<file path="config.mk">
export PLATFORM = sky130hd
export DESIGN_NAME = num24_uart_tx
export DESIGN_NICKNAME = d
export VERILOG_FILES = /design/src/rtl/num24_pkg.sv /design/src/rtl/num24_sync_fifo.sv /design/src/rtl/num24_uart_tx.sv
export SDC_FILE = /design/constraint.sdc
export NUM_CORES = 1
export LEC_CHECK = 0
export BUFFER_PORTS_ARGS = -buffer_cell sky130_fd_sc_hd__buf_2
export CORE_UTILIZATION = 30
export CTS_CLUSTER_DIAMETER = 120
export DETAILED_ROUTE_END_ITERATION = 10
export GPL_ROUTABILITY_DRIVEN = 0
export PLACE_DENSITY = 0.49
export SLEW_MARGIN = 20
export SYNTH_ARGS = -nofsm -noshare
export SYNTH_HDL_FRONTEND = slang
export SYNTH_SLANG_ARGS = --single-unit
</file>
<file path="constraint.sdc">
create_clock -name clk -period 4.65 [get_ports clk]
set_clock_uncertainty 0.2 [all_clocks]
set_input_delay 0.93 -clock clk [delete_from_list [all_inputs] [get_ports clk]]
set_output_delay 0.93 -clock clk [all_outputs]
set_load 0.05 [all_outputs]
</file>
<file path="src/rtl/num24_pkg.sv">
// Shared Num24 definitions: UART transmit FSM states and board-level constants.
// NUM24_UART_PARITY_EN adds the PARITY state to the transmit FSM encoding.
package num24_pkg;

   localparam int UART_DATA_BITS = 8;
   localparam int NUM24_CLK_HZ   = 100_000_000;

   typedef enum logic [2:0] {
      TX_IDLE,
      TX_START,
      TX_DATA,
`ifdef NUM24_UART_PARITY_EN
      TX_PARITY,
`endif
      TX_STOP
   } uart_tx_state_t;

   function automatic logic even_parity(input logic [UART_DATA_BITS-1:0] b);
      return ^b;
   endfunction

endpackage

</file>
<file path="src/rtl/num24_sync_fifo.sv">
// Single-clock FIFO with show-ahead read data; DEPTH must be a power of two.
// Push when full and pop when empty are ignored.
module num24_sync_fifo
   import num24_pkg::*;
#(
   parameter int WIDTH = UART_DATA_BITS,
   parameter int DEPTH = 4,
   localparam int AW   = $clog2(DEPTH)
) (
   input  logic             clk,
   input  logic             rst_n,
   input  logic             push,
   input  logic [WIDTH-1:0] wdata,
   input  logic             pop,
   output logic [WIDTH-1:0] rdata,
   output logic             full,
   output logic             empty,
   output logic [AW:0]      count
);

   logic [WIDTH-1:0] mem [DEPTH];
   logic [AW-1:0]    wr_ptr;
   logic [AW-1:0]    rd_ptr;
   logic             push_ok;
   logic             pop_ok;

   assign full    = (count == (AW+1)'(DEPTH));
   assign empty   = (count == '0);
   assign push_ok = push && !full;
   assign pop_ok  = pop && !empty;
   assign rdata   = mem[rd_ptr];

   // Storage has no reset; only written on an accepted push.
   always_ff @(posedge clk) begin
      if (push_ok) begin
         mem[wr_ptr] <= wdata;
      end
   end

   always_ff @(posedge clk or negedge rst_n) begin
      if (!rst_n) begin
         wr_ptr <= '0;
         rd_ptr <= '0;
         count  <= '0;
      end else begin
         if (push_ok) begin
            wr_ptr <= wr_ptr + AW'(1);
         end
         if (pop_ok) begin
            rd_ptr <= rd_ptr + AW'(1);
         end
         case ({push_ok, pop_ok})
            2'b10:   count <= count + (AW+1)'(1);
            2'b01:   count <= count - (AW+1)'(1);
            default: count <= count;
         endcase
      end
   end

endmodule

</file>
<file path="src/rtl/num24_uart_tx.sv">
// Num24 UART transmitter: 4-entry byte FIFO feeding an 8N1 serialiser.
// Define NUM24_UART_PARITY_EN for 8E1 frames (even parity before stop).
module num24_uart_tx
   import num24_pkg::*;
#(
   parameter int CLK_HZ     = NUM24_CLK_HZ,
   parameter int BAUD       = 9600,
   parameter int FIFO_DEPTH = 4
) (
   input  logic       clk,
   input  logic       rst_n,
   input  logic [7:0] tx_data,
   input  logic       tx_valid,
   output logic       tx_ready,
   output logic       tx,
   output logic       busy
);

   localparam int DIV = CLK_HZ / BAUD;
   localparam int CW  = (DIV > 1) ? $clog2(DIV) : 1;
   localparam int AW  = $clog2(FIFO_DEPTH);
   localparam logic [CW-1:0] BAUD_LOAD = CW'(DIV - 1);
   localparam logic [2:0]    LAST_BIT  = 3'(UART_DATA_BITS - 1);

   // Handshake: a byte moves when tx_valid && tx_ready on a rising edge;
   // tx_ready depends only on registered state, never on tx_valid.
   logic                      ready_en;
   logic                      fifo_push;
   logic                      fifo_pop;
   logic [UART_DATA_BITS-1:0] fifo_rdata;
   logic                      fifo_full;
   logic                      fifo_empty;
   logic [AW:0]               fifo_count;

   uart_tx_state_t            state, state_d;
   logic [CW-1:0]             baud_cnt, baud_d;
   logic [2:0]                bit_idx, bit_d;
   logic [UART_DATA_BITS-1:0] sh, sh_d;
   logic                      tx_q, tx_d;
   logic                      bit_done;
`ifdef NUM24_UART_PARITY_EN
   logic                      par_q, par_d;
`endif

   assign tx_ready  = ready_en && !fifo_full;
   assign fifo_push = tx_valid && tx_ready;
   assign busy      = (state != TX_IDLE) || (fifo_count != '0);
   assign tx        = tx_q;
   assign bit_done  = (baud_cnt == '0);

   num24_sync_fifo #(
      .WIDTH (UART_DATA_BITS),
      .DEPTH (FIFO_DEPTH)
   ) u_fifo (
      .clk   (clk),
      .rst_n (rst_n),
      .push  (fifo_push),
      .wdata (tx_data),
      .pop   (fifo_pop),
      .rdata (fifo_rdata),
      .full  (fifo_full),
      .empty (fifo_empty),
      .count (fifo_count)
   );

   // Holds tx_ready low through reset and releases it on the first edge after.
   always_ff @(posedge clk or negedge rst_n) begin
      if (!rst_n) begin
         ready_en <= 1'b0;
      end else begin
         ready_en <= 1'b1;
      end
   end

   always_ff @(posedge clk or negedge rst_n) begin
      if (!rst_n) begin
         state    <= TX_IDLE;
         baud_cnt <= '0;
         bit_idx  <= '0;
         sh       <= '0;
         tx_q     <= 1'b1;
`ifdef NUM24_UART_PARITY_EN
         par_q    <= 1'b0;
`endif
      end else begin
         state    <= state_d;
         baud_cnt <= baud_d;
         bit_idx  <= bit_d;
         sh       <= sh_d;
         tx_q     <= tx_d;
`ifdef NUM24_UART_PARITY_EN
         par_q    <= par_d;
`endif
      end
   end

   // tx_d is the line level for the next cycle, so tx changes exactly on
   // the edge that enters a new bit.
   always_comb begin
      state_d  = state;
      baud_d   = baud_cnt;
      bit_d    = bit_idx;
      sh_d     = sh;
      tx_d     = tx_q;
      fifo_pop = 1'b0;
`ifdef NUM24_UART_PARITY_EN
      par_d    = par_q;
`endif
      case (state)
         TX_IDLE: begin
            tx_d = 1'b1;
            if (!fifo_empty) begin
               fifo_pop = 1'b1;
               sh_d     = fifo_rdata;
               bit_d    = '0;
               baud_d   = BAUD_LOAD;
               tx_d     = 1'b0;
               state_d  = TX_START;
`ifdef NUM24_UART_PARITY_EN
               par_d    = even_parity(fifo_rdata);
`endif
            end
         end
         TX_START: begin
            if (bit_done) begin
               baud_d  = BAUD_LOAD;
               tx_d    = sh[0];
               state_d = TX_DATA;
            end else begin
               baud_d = baud_cnt - CW'(1);
            end
         end
         TX_DATA: begin
            if (bit_done) begin
               baud_d = BAUD_LOAD;
               sh_d   = {1'b0, sh[UART_DATA_BITS-1:1]};
               bit_d  = bit_idx + 3'd1;
               if (bit_idx == LAST_BIT) begin
`ifdef NUM24_UART_PARITY_EN
                  tx_d    = par_q;
                  state_d = TX_PARITY;
`else
                  tx_d    = 1'b1;
                  state_d = TX_STOP;
`endif
               end else begin
                  tx_d = sh[1];
               end
            end else begin
               baud_d = baud_cnt - CW'(1);
            end
         end
`ifdef NUM24_UART_PARITY_EN
         TX_PARITY: begin
            if (bit_done) begin
               baud_d  = BAUD_LOAD;
               tx_d    = 1'b1;
               state_d = TX_STOP;
            end else begin
               baud_d = baud_cnt - CW'(1);
            end
         end
`endif
         TX_STOP: begin
            if (bit_done) begin
               // Chain straight into the next start bit when data is waiting.
               if (!fifo_empty) begin
                  fifo_pop = 1'b1;
                  sh_d     = fifo_rdata;
                  bit_d    = '0;
                  baud_d   = BAUD_LOAD;
                  tx_d     = 1'b0;
                  state_d  = TX_START;
`ifdef NUM24_UART_PARITY_EN
                  par_d    = even_parity(fifo_rdata);
`endif
               end else begin
                  tx_d    = 1'b1;
                  state_d = TX_IDLE;
               end
            end else begin
               baud_d = baud_cnt - CW'(1);
            end
         end
         default: begin
            tx_d    = 1'b1;
            state_d = TX_IDLE;
         end
      endcase
   end

endmodule

</file>
Word level (Yosys, flattened, before mapping)

Memories as Yosys holds them, arrays and structs flattened.
Index checks and enable logic that the tools add are counted.

Memories: 1
Register bits: 37
Logic and storage cells: 78
Output and inout port bits: 3
Input port bits: 11
Memory bits (writable): 32

Memories:

| name       | depth | width | read ports | clocked after memory_dff | write ports | line                  | RTL |
|---|---|---|---|---|---|---|---|
| u_fifo.mem | 4     | 8     | 1          | 0                        | 1           | num24_sync_fifo.sv:21 | `logic [WIDTH-1:0] mem [DEPTH];` |

Add/sub/neg operators: 6
Reductions and logical operators: 19
Muxes and demuxes: 31
Eq/ne operators: 12

Operators by type and width:

| kind                                                | count |
|---|---|
| two-way mux 14 bit                                  | 3 |
| case mux 14 bit (3 select lines)                    | 1 |
| two-way mux 3 bit                                   | 8 |
| two-way mux 8 bit                                   | 3 |
| case mux 8 bit (3 select lines)                     | 1 |
| logical NOT 14 bit                                  | 1 |
| subtractor 14 x 1 -> 14 bit, second input constant  | 1 |
| case mux 3 bit (4 select lines)                     | 1 |
| nonzero test 3 bit                                  | 4 |
| two-way mux 1 bit                                   | 10 |
| != test 2 bit, second input constant                | 5 |
| case mux 3 bit (3 select lines)                     | 1 |
| adder 3 x 1 -> 3 bit, second input constant         | 2 |
| equality test 3 x 2 -> 1 bit, second input constant | 2 |
| equality test 3 bit, second input constant          | 2 |
| logical NOT 3 bit                                   | 2 |
| case mux 3 bit (2 select lines)                     | 1 |
| AND reduction 3 bit                                 | 2 |
| AND reduction 5 bit                                 | 1 |
| adder 2 x 1 -> 2 bit, second input constant         | 2 |
| logical AND 1 bit                                   | 4 |
| case mux 1 bit (4 select lines)                     | 1 |
| equality test 3 x 1 -> 1 bit, second input constant | 1 |
| subtractor 3 x 1 -> 3 bit, second input constant    | 1 |
| other kinds (7)                                     | 8 |

Depth between registers and ports, before layout

Gate-level depths: netlist (run 1).

Depth after elaboration: 7
Gate-level depth with buffers: 13
Depth with buffers taken out: 12

Cells and area by module

A second synthesis (run 1) with hierarchy kept.

Cells, all modules: 276
Area, all modules: 3420.8 µm²

By module, submodules not included:

| module          | cells each | instances | area an instance (µm²) |
|---|---|---|---|
| num24_uart_tx   | 197        | 1         | 1828.0 |
| num24_sync_fifo | 79         | 1         | 1592.8 |

Least setup slack after synthesis (run 1)

OpenSTA, ideal clock, no wires.

Path type: register to register
Start: reg baud_cnt[0]
End: reg u_fifo.count[2]
Period minus slack after synthesis: 3226 ps
Setup time: 79 ps
Data arrival time: 2947 ps
Slack: 1424 ps
Cell stages (with the launch flop): 14
Cell sequence: dfrtp_1 > inv_1 > ha_1 > or4b_1 > nor4_2 > buf_2 > a21oi_1 > nor3_1 > ha_1 > inv_1 > fa_1 > xor2_1 > nor2_1 > xor2_1

Longest elaborated chain between the ends: 6
Elaborated cells between the ends (all ways): 8
Those cells by class: 2 x eq/ne; 3 x mux; 3 x reduce/logical

Ends and longest elaborated chain:

| what                                                                  | line                  | RTL |
|---|---|---|
| start: declaration                                                    | num24_uart_tx.sv:36   | `logic [CW-1:0] baud_cnt, baud_d;` |
| start signal: assignment                                              | num24_uart_tx.sv:87   | `baud_cnt <= baud_d;` |
| logical NOT 14 bit (*)                                                | num24_uart_tx.sv:49   | `assign bit_done = (baud_cnt == '0);` |
| two-way mux 1 bit (*)                                                 | num24_uart_tx.sv:165  | `if (bit_done) begin` |
| case mux 1 bit (2 select lines) (*)                                   | num24_uart_tx.sv:109  | `case (state)` |
| logical AND 1 bit (*)                                                 | num24_sync_fifo.sv:30 | `assign pop_ok = pop && !empty;` |
| named net u_fifo.pop_ok                                               | num24_sync_fifo.sv:25 | `logic pop_ok;` |
| equality test 2 x 1 -> 1 bit or equality test 2 bit (tied branches)   | num24_sync_fifo.sv:52 | `case ({push_ok, pop_ok})` |
| case mux 3 bit (2 select lines) or nonzero test 2 bit (tied branches) | --                    |  |
| end signal: assignment                                                | num24_sync_fifo.sv:53 | `2'b10: count <= count + (AW+1)'(1);` |
| end signal: assignment                                                | num24_sync_fifo.sv:54 | `2'b01: count <= count - (AW+1)'(1);` |
| end signal: assignment                                                | num24_sync_fifo.sv:55 | `default: count <= count;` |
| end: declaration                                                      | num24_sync_fifo.sv:18 | `output logic [AW:0] count` |

The timed path passes the listed nets; every way through them passes the cells marked *.
A chain may end at the register's enable or synchronous reset.

Worst setup path in the final report (run 1)

Same ends and word-level chain as after synthesis.

==> impl_metrics.ini, run 1 <==
[critical_path]
endpoint_kind = flop
cpPeakStageDelay_ns = 0.50
path_cells = inv_1 -> ha_1 -> or4b_1 -> nor4_2 -> buf_4 -> a21oi_1 -> nor3_1 -> ha_1 -> inv_1 -> fa_1 -> xor2_1 -> nor2_1 -> xor2_1
path_buf_inv = 3
cp_data_required_time_ns = 4.72
crit_fanout = 12
crit_family = simple AND/OR/NAND/NOR gates
r2r_setup_slack_ns = 1.27
cp_slowest_cell = or4b_1
start_kind = flop
critical_path_arrival_ns = 3.45
crit_type = reg -> reg

[clock_tree]
clk_latency_ns = 0.34
cts_tree = done
post_cts_buffers = 0
numCtsBuffers = 9
postCtsHoldBufs = 0
cts_resized = 0
h-tree-depth = 3
cts_sinks = 68
cts.clk_slew.worst_paths_ns = 0.08
cts_buffer_depth = 2
cts_root_buf = clkbuf_8

[grt]
grt_pass1_wl_um = 10520
grtUsageTotal_pct = 12.11
grt_max_degree = 37
grt_pass1_vias = 2104
antenna_found_initial = 0
grt.overflow.total = 0

[timing]
rsz0062_at_grt = no
drv_slew = 0
finalCriticalPeriod_ns = 3.383
finalHoldViolCount = 0
setup_viol = 0
min_period_over_period_pct = 72.75
whs_ns = 0.2893
worstMarginPinSlew_ns = 0.8401
slew-limit-headroom_pct = 43.99
max_freq_mhz = 295.6
finalSetupTns_ns = 0

[yosys]
synth_edf_count = 32
synth_cells = 268
syn_area_um2 = 3289
synth.avg_cell_area_um2 = 12.27
yosysSeqAreaShare_pct = 56.64
ys_top_cells_by_area = edfxtp_1 (29%), dfrtp_1 (27%), mux4_2 (5.5%), ha_1 (4.9%), o21ai_0 (3.3%)
synth_flop_cell = dfrtp_1
synth-seq-cells = 68
synthesis.nets = 293
synth_top_area_share_pct = 29.21
synthArstFlopShare_pct = 52.94
synth_cell_type_count = 51
yosys_warnings = 0
yosys.area.top_type = edfxtp_1

[run_status]
run_status = finished clean

[route]
dr.pass1.iters = 4
drcViolationCount = 0
ant_nets = 0
vias = 2113
drt_wl_total_um = 6237
avgRoutedWirePerCell_um = 14.74
vias_per_cell = 4.995
drtIter0Drc = 59

[finish]
diodes = 0
synthToLayoutAreaGrowth_pct = 12.32
drive_gt1_share_pct = 16.72
final_cell_mix = dfrtp_1 (35), edfxtp_1 (32), o21ai_0 (22), nand2_1 (21)
fin_nets = 307
final_common_cell = dfrtp_1

[floorplanning]
rows = 37
die_w_um = 106.7
core_um2 = 10460
start_util_pct = 31.44
num_io_pins = 14
dieHeight_um = 106.7
die-area_um2 = 11390

[pwr]
pwr-share-comb_pct = 10.8
switchingPower_mw = 0.3752
p_int_mw = 0.9963
leakagePower_nw = 1.400
peakVddDrop_mv = 0.1691
clkPwrFrac_pct = 37.5
p_seq_share_pct = 51.7
p_sw_share_pct = 27.36
power.density_nw_per_um2 = 371.2

[placement]
portBuffers = 13
hpwl_um = 4262

[flow_run]
cap_violations = 0

[min_path]
hold_path.class = reg -> reg
## sequential cells by signal, summed over array words and instances (netlist names)
| register | flops |
|---|---|
| u_fifo.mem | 32 |
| baud_cnt | 14 |
| sh | 8 |
| bit_idx | 3 |
| u_fifo.count | 3 |
| state | 2 |
| u_fifo.rd_ptr | 2 |
| u_fifo.wr_ptr | 2 |
| ready_en | 1 |
| tx | 1 |
## kinds of logic after synthesis
| kind of cell | after synthesis | synth area share (%) |
|---|---|---|
| compound gates | 66 | 13.24 |
| simple gates | 69 | 10.99 |
| mux | 18 | 8.596 |
| flops | 68 | 56.64 |
| buf+inv | 26 | 3.271 |
| other cells | 1 | 0.1140 |
| xor+xnor | 6 | 1.598 |
| fa+ha+maj | 14 | 5.554 |
## per-layer routing
layer | wire length (um) | up-vias | GRT usage, %
met4 | 77 | 0 | 6.067
met3 | 190 | 5 | 2.918
met1 | 3132 | 1042 | 16.01
li1 | - | 1035 | -
met5 | 0 | - | 0
met2 | 2837 | 31 | 18.48
## area by class of cell
type / instances / area, um^2
Multi-Input combinational cell: 174 / 1319
Inverter: 13 / 48.80
Sequential cell: 68 / 1863
Clock buffer: 9 / 123.9
Tap cell: 136 / 170.2
Clock inverter: 7 / 82.58
Fill cell: 1066 / 6768
Timing Repair Buffer: 16 / 87.58
## cell usage after synthesis (all sizes together), types with 2 or more instances
cell,instances
a21oi,11
a22o,3
a31oi,5
and3,5
buf,4
clkbuf,9
dfrtp,35
edfxtp,32
ha,13
inv,13
mux2,2
mux2i,8
mux4,8
nand2,21
nand2b,2
nor2,13
nor3,12
nor4,2
nor4b,3
o21a,2
o21ai,22
o22a,5
o31a,4
o32ai,2
o41ai,2
or2,2
or4,4
xnor2,2
xor2,4
## power groups by stage
stage	clock (mW)	sequential [mW]	combinational, mW
finish	0.514	0.710	0.148
floorplan	0	0.716	0.105
global route	0.552	0.718	0.171
global placement	0	0.721	0.150
CTS	0.530	0.710	0.153
detailed placement	0	0.723	0.152
## worst paths after layout
| check | from | endpoint | cells after the start |
|---|---|---|---|
| worst min register to register | sh[2] | sh[2] | 2 |
| min in group asynchronous | rst_n | u_fifo.wr_ptr[1] | 1 |
| worst max-delay path | baud_cnt[0] | u_fifo.count[2] | 13 |
| worst max register to register | baud_cnt[0] | u_fifo.count[2] | 13 |
| worst min-delay path | sh[2] | sh[2] | 2 |
| max in group asynchronous | rst_n | sh[4] | 1 |
## per-stage QoR
step	utilization, %	power, mW	std cells	instance area, um^2	worst slack, ns
global placement	33.34	0.8714	407	3488	1.354
global route	35.31	1.441	423	3695	1.025
floorplan	-	0.8205	268	3289	1.424
finish	35.31	1.371	423	3695	1.267
CTS	35.31	1.393	423	3695	1.229
detailed placement	33.34	0.8754	407	3488	1.250
## worst register-to-register path: stages, from the launching register on
cell,delay (ns)
dfrtp_1,0.43
inv_1,0.07
ha_1,0.21
or4b_1,0.50
nor4_2,0.15
buf_4,0.22
a21oi_1,0.11
nor3_1,0.34
ha_1,0.24
inv_1,0.06
fa_1,0.37
xor2_1,0.15
nor2_1,0.11
xor2_1,0.15
No activity file was read; power rests on OpenSTA's default activity.
==> run 2, diff against run 1 <==
--- a/config.mk
+++ b/config.mk
@@ -5,6 +5,7 @@
 export SDC_FILE = /design/constraint.sdc
 export NUM_CORES = 1
 export LEC_CHECK = 0
+export ABC_AREA = 1
 export BUFFER_PORTS_ARGS = -buffer_cell sky130_fd_sc_hd__buf_2
 export CORE_UTILIZATION = 30
 export CTS_CLUSTER_DIAMETER = 120
==> constraint.sdc (replaced) <==
create_clock -name clk -period 3.25 [get_ports clk]
set_clock_uncertainty 0.2 [all_clocks]
set_input_delay 0.65 -clock clk [delete_from_list [all_inputs] [get_ports clk]]
set_output_delay 0.65 -clock clk [all_outputs]
set_load 0.05 [all_outputs]
==> run 2 against run 1 <==
  * Non-clock buffer count is 1 lower
  * Global-route usage increased by 1.6 points
  * Sequential power increased by 42%
  * Register-to-register slack worse by 0.69 ns
  * Setup slack lost 0.69 ns
  * First-iteration DRC count increased by 86%
  * Power increased by 77%
  * Fmax is 26% higher
==> impl_metrics.ini, run 2 <==
[run_status]
run_status = finished clean

[floorplanning]
num_io_pins = 14
die_w_um = 110.0
die-area_um2 = 12090
dieHeight_um = 110.0
start_util_pct = 30.76
rows = 39
core_um2 = 11370

[critical_path]
crit_fanout = 6
crit_path_frequent_cell = inv_1
cp_data_required_time_ns = 3.27
path_cells = inv_1 -> ha_1 -> nand2_2 -> nor2_8 -> nand4_1 -> nand2_1 -> nand2_1 -> inv_1 -> ha_1 -> inv_1 -> fa_1 -> a21oi_1 -> o21ai_0 -> xor2_1
critical_path_arrival_ns = 2.70
crit_family = adder cells
endpoint_kind = flop
crit_type = reg -> reg
path_buf_inv = 3
start_kind = flop
cp_slowest_cell = dfrtp_1
cpPeakStageDelay_ns = 0.38

[pwr]
p_int_mw = 1.876
leakagePower_nw = 1.789
p_sw_share_pct = 22.94
clkPwrFrac_pct = 49.9
power.density_nw_per_um2 = 594.9
p_seq_share_pct = 41.6
switchingPower_mw = 0.5583
peakVddDrop_mv = 0.4678
pwr-share-comb_pct = 8.6

[finish]
regMostFlops = u_fifo.mem
largest_register_ffs = 32
fin_nets = 418
synthToLayoutAreaGrowth_pct = 16.99
reg.largest.list = u_fifo.mem: 32 flops, baud_cnt: 14 flops, sh: 8 flops
finish.utilization_pct = 35.99
diodes = 0
final_common_cell = nand2_1
final_cell_mix = nand2_1 (76), inv_1 (45), dfrtp_1 (35), nor2_1 (33)
fin_cells = 541
drive_gt1_share_pct = 15.58

[timing]
slew-limit-headroom_pct = 42.94
min_period_over_period_pct = 82.39
rsz0062_at_grt = no
finalCriticalPeriod_ns = 2.678
drv_slew = 0
whs_ns = 0.2077
setup_viol = 0
finalHoldViolCount = 0
finalSetupTns_ns = 0
worstMarginPinSlew_ns = 0.8559
max_freq_mhz = 373.5

[yosys]
synth_top_area_share_pct = 27.48
syn_area_um2 = 3497
synth_flop_cell = dfrtp_1
synth_commonest_cells = nand2_1 (76), inv_1 (45), dfrtp_1 (35)
yosys.area.top_type = edfxtp_1
synth_cells = 373
ys_top_cells_by_area = edfxtp_1 (27%), dfrtp_1 (25%), nand2_1 (8.2%), inv_1 (4.8%), ha_1 (4.7%)
synthArstFlopShare_pct = 52.94
synth_edf_count = 32
synth.avg_cell_area_um2 = 9.376
synth_cell_type_count = 43
yosysSeqAreaShare_pct = 53.27
yosys_warnings = 0
synth-seq-cells = 68
synthesis.nets = 398
yosysMostFrequentCell = nand2_1

[clock_tree]
cts_root_buf = clkbuf_16
numCtsBuffers = 9
clk_latency_ns = 0.34
cts_sinks = 68
cts.clk_slew.worst_paths_ns = 0.06
post_cts_buffers = 0
cts_tree = done
cts_resized = 0
cts_buffer_depth = 2
h-tree-depth = 3
postCtsHoldBufs = 0

[route]
drtIter0Drc = 110
vias_per_cell = 4.586
avgRoutedWirePerCell_um = 13.28
ant_nets = 0
drcViolationCount = 0
drt_wl_total_um = 7186
dr.pass1.iters = 5
vias = 2481

[placement]
portBuffers = 13
dp.cells = 525
hpwl_um = 4974

[grt]
grt_max_degree = 37
antenna_found_initial = 0
grt.overflow.total = 0
grt_pass1_wl_um = 12230
grt_pass1_vias = 2492
grtUsageTotal_pct = 13.70

[min_path]
hold_path.class = in -> async

[flow_run]
cap_violations = 0
run 2: final timing paths:
check	startpoint	slack, ns	cells past startpoint	end
setup reg to reg	baud_cnt[0]	0.57	14	u_fifo.count[2]
hold reg to reg	sh[6]	0.28	2	sh[6]
setup / recovery	baud_cnt[0]	0.57	14	u_fifo.count[2]
hold / removal	rst_n	0.21	1	baud_cnt[9]
min in group clk	sh[6]	0.28	2	sh[6]
max in group asynchronous	rst_n	2.09	1	u_fifo.wr_ptr[1]
run 2: per-layer routing:
metal / vias to the layer above / track usage (%) / share of wire [%]
li1: 1275 / - / -
met1: 1156 / 16.98 / 48
met2: 39 / 21.56 / 47
met3: 11 / 3.675 / 3.3
met4: 0 / 7.524 / 2.0
met5: - / 0 / 0
run 2: power by group through the flow:
stage / registers (mW) / logic [mW] / clock network (mW)
global placement: 1.03 / 0.205 / 0
global route: 1.02 / 0.250 / 1.27
CTS: 1.01 / 0.216 / 1.24
floorplan: 1.02 / 0.146 / 0
finish: 1.01 / 0.208 / 1.21
detailed placement: 1.03 / 0.216 / 0
run 2: layout make-up:
type,instances,area (um^2)
fillers,1151,7278
flip-flops and latches,68,1863
repair buffers,15,80.08
well taps,143,178.9
clock inverters,7,145.1
clock buffers,9,225.2
inverters,49,186.4
multi-input cells,250,1413
run 2: cells by family after synthesis:
| group | share of synthesized area, % |
|---|---|
| flip-flops | 53.27 |
| AO/OA/AOI/OAI | 12.88 |
| buffers and inverters | 6.332 |
| other | 0.1072 |
| XOR/XNOR | 2.004 |
| adder cells (fa/ha/maj) | 5.224 |
| AND/OR/NAND/NOR | 20.18 |
run 2: through the flow:
| step | area [um^2] | power, mW | setup WS (ns) |
|---|---|---|---|
| after floorplan | 3497 | 1.166 | 0.01605 |
| after detailed placement | 3721 | 1.244 | 0.5738 |
| after CTS | 4091 | 2.469 | 0.5653 |
| after global placement | 3721 | 1.233 | 0.6248 |
| final | 4091 | 2.434 | 0.5724 |
| after global routing | 4091 | 2.543 | 0.2162 |
==> run 3, diff against run 2 <==
==> constraint.sdc (replaced) <==
create_clock -name clk -period 2.5 [get_ports clk]
set_clock_uncertainty 0.2 [all_clocks]
set_input_delay 0.5 -clock clk [delete_from_list [all_inputs] [get_ports clk]]
set_output_delay 0.5 -clock clk [all_outputs]
set_load 0.05 [all_outputs]
==> run 3 against run 2 <==
  * Die area did not move
  * Utilization grew 1.2 points
  * Clock power increased by 8%
  * Via count grew 1.8%
  * Worst hold slack worse by 0.14 ns
  * Critical path depth down 1
  * Power up 20%
  * Critical path type unchanged
==> impl_metrics.ini, run 3 (synthesis results as in run 2) <==
[run_status]
run_status = finished clean

[finish]
final_cell_mix = nand2_1 (76), inv_1 (41), dfrtp_1 (34), nor2_1 (32), edfxtp_1 (32)
final_common_cell = nand2_1
reg.largest.list = u_fifo.mem: 32 flops, baud_cnt: 14 flops, sh: 8 flops
fin_nets = 439
synthToLayoutAreaGrowth_pct = 20.79
drive_gt1_share_pct = 22.43
largest_register_ffs = 32
diodes = 0
regMostFlops = u_fifo.mem

[timing]
slew-limit-headroom_pct = 43.81
worstMarginPinSlew_ns = 0.8428
max_freq_mhz = 424.1
postLayoutSetupSlackWorst_ns = 0.1421
drv_slew = 0
whs_ns = 0.06872
finalSetupTns_ns = 0
rsz0062_at_grt = no
min_period_over_period_pct = 94.32
setup_viol = 0
finalHoldViolCount = 0
finalCriticalPeriod_ns = 2.358

[pwr]
leakagePower_nw = 1.871
power.density_nw_per_um2 = 693.1
peakVddDrop_mv = 0.4038

[critical_path]
cp.depth = 13
crit_family = simple AND/OR/NAND/NOR gates
crit_start = baud_cnt[10]
crit_fanout = 4
reg2reg_from = baud_cnt[10]
cpPeakStageDelay_ns = 0.44
r2r_end = u_fifo.count[2]
path_buf_inv = 2
endpoint = u_fifo.count[2]
endpoint_kind = flop
critical_path_arrival_ns = 2.37
cp_data_required_time_ns = 2.52
reg2reg_depth = 13
r2r_setup_slack_ns = 0.14
path_cells = nor2_4 -> nand3_1 -> nor2_2 -> nand4_1 -> nand2_1 -> nand2_1 -> inv_2 -> ha_2 -> inv_2 -> fa_2 -> a21oi_2 -> o21ai_1 -> xor2_1
crit_type = reg -> reg
cp_slowest_cell = dfrtp_2
start_kind = flop

[clock_tree]
cts_sinks = 68
cts.clk_slew.worst_paths_ns = 0.06
cts_tree = done
clk_latency_ns = 0.34
cts_buffer_depth = 2
cts_root_buf = clkbuf_16
h-tree-depth = 3
postCtsHoldBufs = 0
numCtsBuffers = 9

[grt]
grt_pass1_wl_um = 12240
antenna_found_initial = 0
grtUsageTotal_pct = 13.71
grt_pass1_vias = 2532
grt_max_degree = 37
grt.overflow.total = 0

[route]
dr.pass1.iters = 4
vias_per_cell = 4.495
route.met2.wl_um = 3419
ant_nets = 0
vias = 2526
met3_length_um = 236
drcViolationCount = 0
drtIter0Drc = 76
drt_wl_total_um = 7127
avgRoutedWirePerCell_um = 12.68
met1_length_um = 3346
top_layer = met4

[floorplanning]
num_io_pins = 14
start_util_pct = 30.76
core_um2 = 11370
dieHeight_um = 110.0
die-area_um2 = 12090
die_w_um = 110.0
rows = 39

[flow_run]
cap_violations = 0

[min_path]
hold_path.class = in -> async

[placement]
pre_cts_ws_ns = -0.04665
portBuffers = 13
hpwl_um = 4988
[run 3: cell type report]
cell class | instances | area, um^2
clock buffers | 9 | 225.2
multi-input cells | 250 | 1450
inverters | 49 | 186.4
clock inverters | 7 | 81.33
flip-flops and latches | 68 | 1864
repair buffers | 36 | 237.7
fillers | 1169 | 7146
well taps | 143 | 178.9
[run 3: per-layer routing]
| metal | vias to the layer above | global-route usage (%) |
|---|---|---|
| met5 | - | 0 |
| met4 | 0 | 5.714 |
| met3 | 9 | 3.853 |
| met2 | 26 | 23.13 |
| met1 | 1174 | 16.34 |
| li1 | 1317 | - |
[run 3: how the worst min path moves through the flow]
| stage | start | depth (start not counted) | to |
|---|---|---|---|
| 2_1_floorplan | rst_n | 0 | baud_cnt[0] |
| 3_3_place_gp | sh[7] | 2 | sh[7] |
| 3_5_place_dp | sh[4] | 2 | sh[4] |
| 4_1_cts | rst_n | 1 | ready_en |
| 5_1_grt | rst_n | 1 | baud_cnt[10] |
| 6_report | rst_n | 1 | baud_cnt[10] |
[run 3: per-stage QoR]
step	area, um^2	cells	power (mW)	utilization (%)
global route	4224	562	3.067	37.15
detailed placement	3860	543	1.639	33.95
floorplan	3501	373	1.522	-
global placement	3860	543	1.630	33.95
CTS	4179	559	2.961	36.76
finish	4224	562	2.928	37.15
[run 3: worst register-to-register path, stage by stage, from the launching register on]
cell and delay, ns:
dfrtp_2 0.44, nor2_4 0.12, nand3_1 0.10, nor2_2 0.16, nand4_1 0.10, nand2_1 0.07
nand2_1 0.07, inv_2 0.06, ha_2 0.16, inv_2 0.05, fa_2 0.35, a21oi_2 0.13
o21ai_1 0.08, xor2_1 0.15
[run 3: where the power goes]
| part | leakage (nW) | switching, mW | internal [mW] |
|---|---|---|---|
| Sequential | 0.699 | 0.0415 | 1.27 |
| Combinational | 1.02 | 0.196 | 0.108 |
| Clock | 0.147 | 0.521 | 0.787 |
| Total | 1.87 | 0.759 | 2.17 |
[run 3: what timing repair did]
item | 4_1_cts | 5_1_grt
pin swaps | 1 | 3
buffers inserted | 0 | 3
resized for setup | 4 | 10
cloned | 0 | 0
setup endpoints to repair | 1 | 1
